**src/rtl/clock_display_scan_pkg.sv**
```systemverilog
// Shared types and seven-segment codes for the clock display scanner.
package clock_disp_pkg;

  typedef logic [6:0] seg7_t;
  typedef logic [1:0] digit_idx_t;

  // Segment order {g,f,e,d,c,b,a}, active-high.
  localparam seg7_t SEG_DIGIT [0:9] = '{
    7'h3F, 7'h06, 7'h5B, 7'h4F, 7'h66,
    7'h6D, 7'h7D, 7'h07, 7'h7F, 7'h6F
  };
  localparam seg7_t SEG_DASH = 7'h40;

  localparam logic [5:0] FIELD_MAX = 6'd59;

endpackage

```
**src/rtl/clock_display_scan_seg7_encode.sv**
```systemverilog
// Combinational BCD digit to seven-segment encoder; dash overrides the digit.
module seg7_encode
  import clock_disp_pkg::*;
(
  input  logic [3:0] i_bcd,
  input  logic       i_dash,
  output seg7_t      o_seg
);

  always_comb begin
    o_seg = 7'h00;
    if (i_dash) begin
      o_seg = SEG_DASH;
    end else if (i_bcd <= 4'd9) begin
      o_seg = SEG_DIGIT[i_bcd];
    end
  end

endmodule

```
**src/rtl/clock_display_scan.sv**
```systemverilog
// Four-digit multiplexed MM:SS display scanner with blinking colon.
// Optional leading-zero blanking of the minutes tens digit: CLOCK_DISP_LZ_BLANK_EN.
module clock_display_scan
  import clock_disp_pkg::*;
#(
  parameter int REFRESH_DIV = 1000
) (
  input  logic       clk,
  input  logic       reset,
  input  logic [5:0] seconds,
  input  logic [5:0] minutes,
  output logic [6:0] seg,
  output logic [3:0] an,
  output logic       dp
);

  localparam int CNT_W = (REFRESH_DIV > 2) ? $clog2(REFRESH_DIV) : 1;
  localparam logic [CNT_W-1:0] CNT_LAST = CNT_W'(REFRESH_DIV - 1);

  logic [CNT_W-1:0] r_cnt;
  digit_idx_t       r_idx;
  logic [5:0]       r_snap_sec;
  logic [5:0]       r_snap_min;
  seg7_t            r_seg;
  logic [3:0]       r_an;
  logic             r_dp;

  logic       w_tc;
  logic       w_sec_oor;
  logic       w_min_oor;
  logic [3:0] w_sec_tens;
  logic [3:0] w_sec_ones;
  logic [3:0] w_min_tens;
  logic [3:0] w_min_ones;
  logic [3:0] w_digit;
  logic       w_dash;
  logic       w_blank;
  seg7_t      w_seg;

  assign w_tc      = (r_cnt == CNT_LAST);
  assign w_sec_oor = (r_snap_sec > FIELD_MAX);
  assign w_min_oor = (r_snap_min > FIELD_MAX);

  assign w_sec_tens = 4'(r_snap_sec / 6'd10);
  assign w_sec_ones = 4'(r_snap_sec % 6'd10);
  assign w_min_tens = 4'(r_snap_min / 6'd10);
  assign w_min_ones = 4'(r_snap_min % 6'd10);

  always_comb begin
    w_digit = w_sec_ones;
    w_dash  = w_sec_oor;
    case (r_idx)
      2'd0: begin w_digit = w_sec_ones; w_dash = w_sec_oor; end
      2'd1: begin w_digit = w_sec_tens; w_dash = w_sec_oor; end
      2'd2: begin w_digit = w_min_ones; w_dash = w_min_oor; end
      2'd3: begin w_digit = w_min_tens; w_dash = w_min_oor; end
      default: ;
    endcase
  end

`ifdef CLOCK_DISP_LZ_BLANK_EN
  // A dash is never blanked, hence the range check.
  assign w_blank = (r_idx == 2'd3) && (w_min_tens == 4'd0) && !w_min_oor;
`else
  assign w_blank = 1'b0;
`endif

  seg7_encode u_enc (
    .i_bcd  (w_digit),
    .i_dash (w_dash),
    .o_seg  (w_seg)
  );

  always_ff @(posedge clk) begin
    if (!reset) begin
      r_cnt      <= '0;
      r_idx      <= 2'd0;
      r_snap_sec <= 6'd0;
      r_snap_min <= 6'd0;
      r_seg      <= 7'h00;
      r_an       <= 4'b1111;
      r_dp       <= 1'b0;
    end else begin
      r_seg <= w_blank ? 7'h00 : w_seg;
      r_an  <= w_blank ? 4'b1111 : ~(4'b0001 << r_idx);
      r_dp  <= (r_idx == 2'd2) && !w_sec_oor && !r_snap_sec[0];
      if (w_tc) begin
        r_cnt <= '0;
        r_idx <= r_idx + 2'd1;
        // Snapshot only at frame wrap so a digit pair never tears.
        if (r_idx == 2'd3) begin
          r_snap_sec <= seconds;
          r_snap_min <= minutes;
        end
      end else begin
        r_cnt <= r_cnt + 1'b1;
      end
    end
  end

  assign seg = r_seg;
  assign an  = r_an;
  assign dp  = r_dp;

endmodule

```
**config.mk**
```make
export PLATFORM = sky130hd
export DESIGN_NAME = clock_display_scan
export DESIGN_NICKNAME = d
export VERILOG_FILES = /design/src/rtl/clock_display_scan_pkg.sv /design/src/rtl/clock_display_scan_seg7_encode.sv /design/src/rtl/clock_display_scan.sv
export SDC_FILE = /design/constraint.sdc
export NUM_CORES = 1
export LEC_CHECK = 0
export BUFFER_PORTS_ARGS = -buffer_cell sky130_fd_sc_hd__clkbuf_2
export CORE_UTILIZATION = 40
export DETAILED_ROUTE_END_ITERATION = 6
export GPL_TIMING_DRIVEN = 1
export REMOVE_ABC_BUFFERS = 1
export SLEW_MARGIN = 20
export SYNTH_ARGS = -nofsm -noshare
export SYNTH_HDL_FRONTEND = slang
export SYNTH_SLANG_ARGS = --single-unit
```
**constraint.sdc**
```tcl
create_clock -name clk -period 5.95 [get_ports clk]
set_input_delay 0.595 -clock clk [delete_from_list [all_inputs] [get_ports clk]]
set_output_delay 0.595 -clock clk [all_outputs]
set_load 0.005 [all_outputs]
```
# --- After elaboration in Yosys (flattened, before gate mapping) ---
# Memories as Yosys holds them, arrays and structs flattened.
# Cells that the tools add are included.
# W data, S select, Z words.
op_classes:
  addsub: 2
  mul: 0
  n_div: 4
  order_cmp: 4
  eq_ne: 4
  shifts: 1
  n_mux: 6
  bitwise: 4
  n_reduce_logical: 10
ops:
  columns: ["cell", "n"]
  rows:
  - ["$mux W7", 4]
  - ["$pmux W4 S4", 1]
  - ["$div A6 B4 Y6 const B", 2]
  - ["$gt A6 B6 Y1 const B", 2]
  - ["$mod A6 B4 Y6 const B", 2]
  - ["$add A10 B1 Y10 const B", 1]
  - ["$eq A10 B10 Y1 const B", 1]
  - ["$reduce_or A2 Y1", 3]
  - ["$ge A5 B5 Y1 const B", 1]
  - ["$not A4 Y5", 1]
  - ["$eq A2 B2 Y1 const B", 2]
  - ["$le A4 B4 Y1 const B", 1]
  - ["$not A4 Y4", 1]
  - ["$shl A1 B2 Y4 const A", 1]
  - ["$reduce_or A3 Y1", 1]
  - ["$add A2 B1 Y2 const B", 1]
  - ["$eq A2 B1 Y1 const B", 1]
  - ["$logic_and A1 B1 Y1", 2]
  - ["$logic_not A1 Y1", 2]
  - ["$logic_not A2 Y1", 1]
  - ["$not A1 Y1", 2]
  - ["$pmux W1 S2", 1]
  - ["$reduce_and A2 Y1", 1]
totals:
  regBits: 36
  latch_bits: 0
  ram_bits: 0
  mem_bits_ro: 112
  inputBits: 14
  output_inout_bits: 12
  word_cells: 44
  mem_count: 1
mem_list:
  columns: ["memory", "depth", "width", "rd", "rd_ports_with_merged_regs", "write_ports", "line_no", "rtl"]
  rows:
  - ["(name not given)", 16, 7, 1, 0, 0, "clock_display_scan_seg7_encode.sv:15", "o_seg = SEG_DIGIT[i_bcd];"]

# --- Longest topological paths before layout ---
logic_depth:
  ltp_word: 8
  depth_mapped: 14
  mapped_depth_nobuf: 14

# --- Cells and area by module ---
# From an unflattened synthesis, not the netlist that was laid out.
hier_totals:
  cells_unflattened: 227
  area_unflattened_um2: 2070.7
modules_own_cells:
  columns: ["mod", "n_inst", "cells_each", "area_each_um2", "seq_area_each_um2"]
  rows:
  - ["clock_display_scan", 1, 196, 1839.3, 720.7]
  - ["seg7_encode", 1, 31, 231.5, 0.0]

# --- Worst setup path after synthesis ---
# Ideal clock, no wire load.
synth_path:
  path_type: "flip-flop to flip-flop"
  startpoint: "register r_idx[1]"
  endpoint: "register r_seg[0] (netlist: seg[0])"
  setup_ns: 0.134
  arrival_ns: 2.818
  t_required_ns: 5.816
  setup_slack_ns: 2.998
  path_stages_with_launch: 13
  path_buffers: 0
  period_less_slack_ns: 2.952
  cell_sequence: "dfxtp_1 -> ha_1 -> mux2i_1 -> ha_1 -> a2bb2oi_1 -> a31oi_1 -> o31ai_1 -> inv_1 -> ha_1 -> nor2_1 -> nor4_1 -> o211ai_2 -> a221oi_1"
synth_via:
  elab_chain_len: 6
  elab_cells_between_ends: 15
  classes_between: "order compare: 1; eq/ne: 3; mux: 4; bitwise: 2; reduce/logical: 4; memory: 1"
synth_lines:
  columns: ["item", "line_no", "rtl"]
  rows:
  - ["start: declaration", "clock_display_scan.sv:21", "digit_idx_t r_idx;"]
  - ["start signal: assignment", "clock_display_scan.sv:89", "r_idx <= r_idx + 2'd1;"]
  - ["$eq A2 B2 Y1 (tied with other cells)", "clock_display_scan.sv:52", "case (r_idx)"]
  - ["$pmux W4 S4", "clock_display_scan.sv:52", null]
  - ["$not A4 Y5 (implied by the code)", "clock_display_scan_seg7_encode.sv:15", null]
  - ["$mem_v2 Z16 W7", null, null]
  - ["$mux W7 (implied by the code) (2 in series)", "clock_display_scan_seg7_encode.sv:15", null]
  - ["end signal: assignment", "clock_display_scan.sv:84", "r_seg <= w_blank ? 7'h00 : w_seg;"]
  - ["end: declaration", "clock_display_scan.sv:24", "seg7_t r_seg;"]
# Parallel ways exist; a longest one is shown, timed or not. The select of a mux whose other input is x is not followed.
# A chain may end at the register's enable or synchronous reset.

# --- Final worst setup path ---
layout_path:
  startpoint: "register r_idx[1]"
  endpoint: "register r_seg[3] (netlist: seg[3])"
# Same word-level chain as after synthesis.

==> impl_metrics.csv <==
group,metric,value,unit
timing,post-route-min-period,3.60,ns
routing,totalWireLength,4.29,mm
power_and_ir_drop,power_density,182,nW/um2
timing,hold_viol,0,
yosys,yosysWarnings,0,
cts,clk_latency,0.29,ns
placed_design,globalplace.congestion,0.851,
cts,cts-htree-levels,2,
grt,grt_max_degree,25,
power_and_ir_drop,p_total,0.000437,W
placed_design,portBuffers,25,
yosys,synth_cell_type_count,52,
cts,cts_tree,"built",
timing,relSlewSlack,0.508,
yosys,yosys.area.top_type,"dfxtp_1",
final_layout,layout.nets,300,
routing,drc,0,
critical_path,crit_fanout,11,
grt,antenna_found_initial,0,
floorplanning,start_util,0.419,
timing,finalCritPeriodShare,0.605,
final_layout,drive_above_1_share,0.176,
routing,vias,1758,
timing,worst_pin_slew,0.732,ns
cts,hold_buffers,0,
cts,cts_sinks,36,
timing,whs,0.454,ns
cts,clock-root-buffer,"clkbuf_8",
yosys,yosysTopAreaCellShare,0.332,
yosys,ys.flop_type,"dfxtp_1",
final_layout,nFillCells,531,
routing,post_drt_wl_per_cell,12.5,um
cts,cts_resized,0,
grt,grt_pass1_wl,7.40,mm
final_layout,syn2layout_area_growth,11.0,%
power_and_ir_drop,leakagePower,0.915,nW
floorplanning,chipWidth,75.6,um
timing,slew_violations,0,
floorplanning,dieArea,5720,um2
floorplanning,rows,26,
critical_path,rrSetupSlack,2.35,ns
yosys,synth_edf_count,0,
cts,clk_pin_slew_worst_paths,0.07,ns
critical_path,required,6.11,ns
routing,vias_per_cell,5.14,
timing,fin_ws,2.35,ns
grt,grt_pass1_vias,1609,
critical_path,path_class,"register to register",
placed_design,dpl_worst_slack,2.36,ns
placed_design,dp_hpwl,3.11,mm
timing,grt_setup_unrepaired,"false",
min_path,min_path_type,"register to register",
power_and_ir_drop,ir_drop,105,uV
timing,fin_skew,0.00674,ns
yosys,synth_area_per_cell,8.67,um2
cts,cts_setup_buffers,0,
critical_path,start_kind,"register",
yosys,netlist_area,2170,um2
yosys,synth_common_cells,"nand2_1 (39), dfxtp_1 (36), nor2_1 (20)",
grt,track_usage,0.173,
critical_path,end_kind,"register",
yosys,synthMostInstantiatedCell,"nand2_1",
final_layout,layout.cells.non_filler,342,
routing,drt_pre_antenna_iters,4,
cts,cts_buffers,5,
final_layout,diodes,0,
flow_run,drv_cap,0,
routing,drtIter0Drc,74,
timing,fmax,278,MHz
cts,ctsLongestPathBuffers,2,
yosys,ys_top_cells_by_area,"dfxtp_1 (33%), ha_1 (8.7%), nand2_1 (6.8%)",
floorplanning,fp.dieH,75.6,um
yosys,async_flop_share,0,
routing,ant_nets,0,
critical_path,critPathArrivalTime,3.76,ns
yosys,yosysSeqAreaShare,0.332,
timing,setup-tns-final,0,ns
yosys,netlist_instances,250,
grt,grt-ovfl-total,0,
run_status,status,"finished clean",
yosys,ys_ff_latch,36,
placed_design,place_inst,334,
floorplanning,pin_count,26,
floorplanning,coreArea,5170,um2
timing,setup_viol,0,
==> routing by layer <==
| metal | track usage | vias to the layer above | wire length (um) |
|---|---|---|---|
| met5 | 0 | - | 0 |
| met4 | 0.0617 | 0 | 60 |
| met3 | 0.0450 | 5 | 182 |
| met2 | 0.260 | 41 | 1880 |
| met1 | 0.238 | 800 | 2170 |
| li1 | - | 912 | - |
==> critical path: stages, from the launching register on <==
cell       delay (ns)
dfxtp_1          0.42
ha_1             0.40
mux2_2           0.43
inv_1            0.11
ha_1             0.17
a2bb2oi_1        0.17
a31oi_1          0.10
o31ai_1          0.65
inv_1            0.20
ha_1             0.24
nor2_1           0.13
nor4_1           0.07
o211ai_2         0.28
a221oi_1         0.09
==> area by class of cell <==
class	instances	area, um2	share of cell area
timing repair buffer	26	133	0.0551
clock buffer	7	76.3	0.0317
clock inverter	1	8.76	0.00364
sequential	36	721	0.300
inverter	8	30.0	0.0125
multi-input combinational	194	1350	0.561
tap	70	87.6	0.0364
==> worst paths after layout <==
path,startpoint,endpoint,depth (start not counted)
worst min register to register,r_cnt[0]$_SDFF_PP0_,r_cnt[0]$_SDFF_PP0_,1
worst min-delay path,r_cnt[0]$_SDFF_PP0_,r_cnt[0]$_SDFF_PP0_,1
worst max register to register,r_idx[1]$_SDFFE_PN0N_,seg[3]$_SDFF_PP0_,13
worst max-delay path,r_idx[1]$_SDFFE_PN0N_,seg[3]$_SDFF_PP0_,13
==> power breakdown <==
part           total (W)  internal [W]  leakage, nW  switching [W]
Sequential      0.000247      0.000245        0.293     0.00000190
Combinational  0.0000157    0.00000825        0.579     0.00000749
Clock           0.000175     0.0000837       0.0424      0.0000909
Total           0.000437      0.000337        0.915       0.000100
==> stage by stage <==
stage	area, um2	utilization
after floorplan	2100	-
after global placement	2320	0.449
after detailed placement	2320	0.449
after CTS	2410	0.465
after global routing	2410	0.465
final	2410	0.465
==> flip-flops by register name, summed over array words and instances, names as in the netlist <==
signal      flops
dp              1
seg             7
r_idx           2
r_snap_sec      6
an              4
r_cnt          10
r_snap_min      6
==> cells in the final DEF (no fill, tap or decap), types with 2 or more instances in the layout <==
master and n:
nand2b_1 7, clkbuf_2 25, and2_1 4, mux2i_1 11
mux2_2 5, xnor2_1 4, a221oi_1 4, inv_1 8
or3_1 2, a21oi_2 2, a21boi_1 4, o32ai_1 2
a21boi_0 9, nand4_1 5, nor3b_1 2, clkbuf_8 5
nor2b_1 2, xor2_1 7, ha_1 15, nor2_1 20
a31oi_1 2, dfxtp_1 36, o21ai_0 7, nand3_1 6
a21oi_1 7, o31ai_1 3, nand2_1 39, or2_2 2
clkbuf_1 2
==> cells by family (layout without fill, tap and decap cells) <==
family / Yosys count / count (layout) / share of synthesized area
multiplexers: 19 / 19 / 0.100
adder cells (fa/ha/maj): 15 / 15 / 0.0866
flip-flops: 36 / 36 / 0.332
AND/OR/NAND/NOR: 96 / 96 / 0.213
XOR/XNOR: 11 / 11 / 0.0444
AO/OA/AOI/OAI: 53 / 53 / 0.178
buffers and inverters: 20 / 42 / 0.0450
Note: power is estimated with default switching activity, not from simulation.
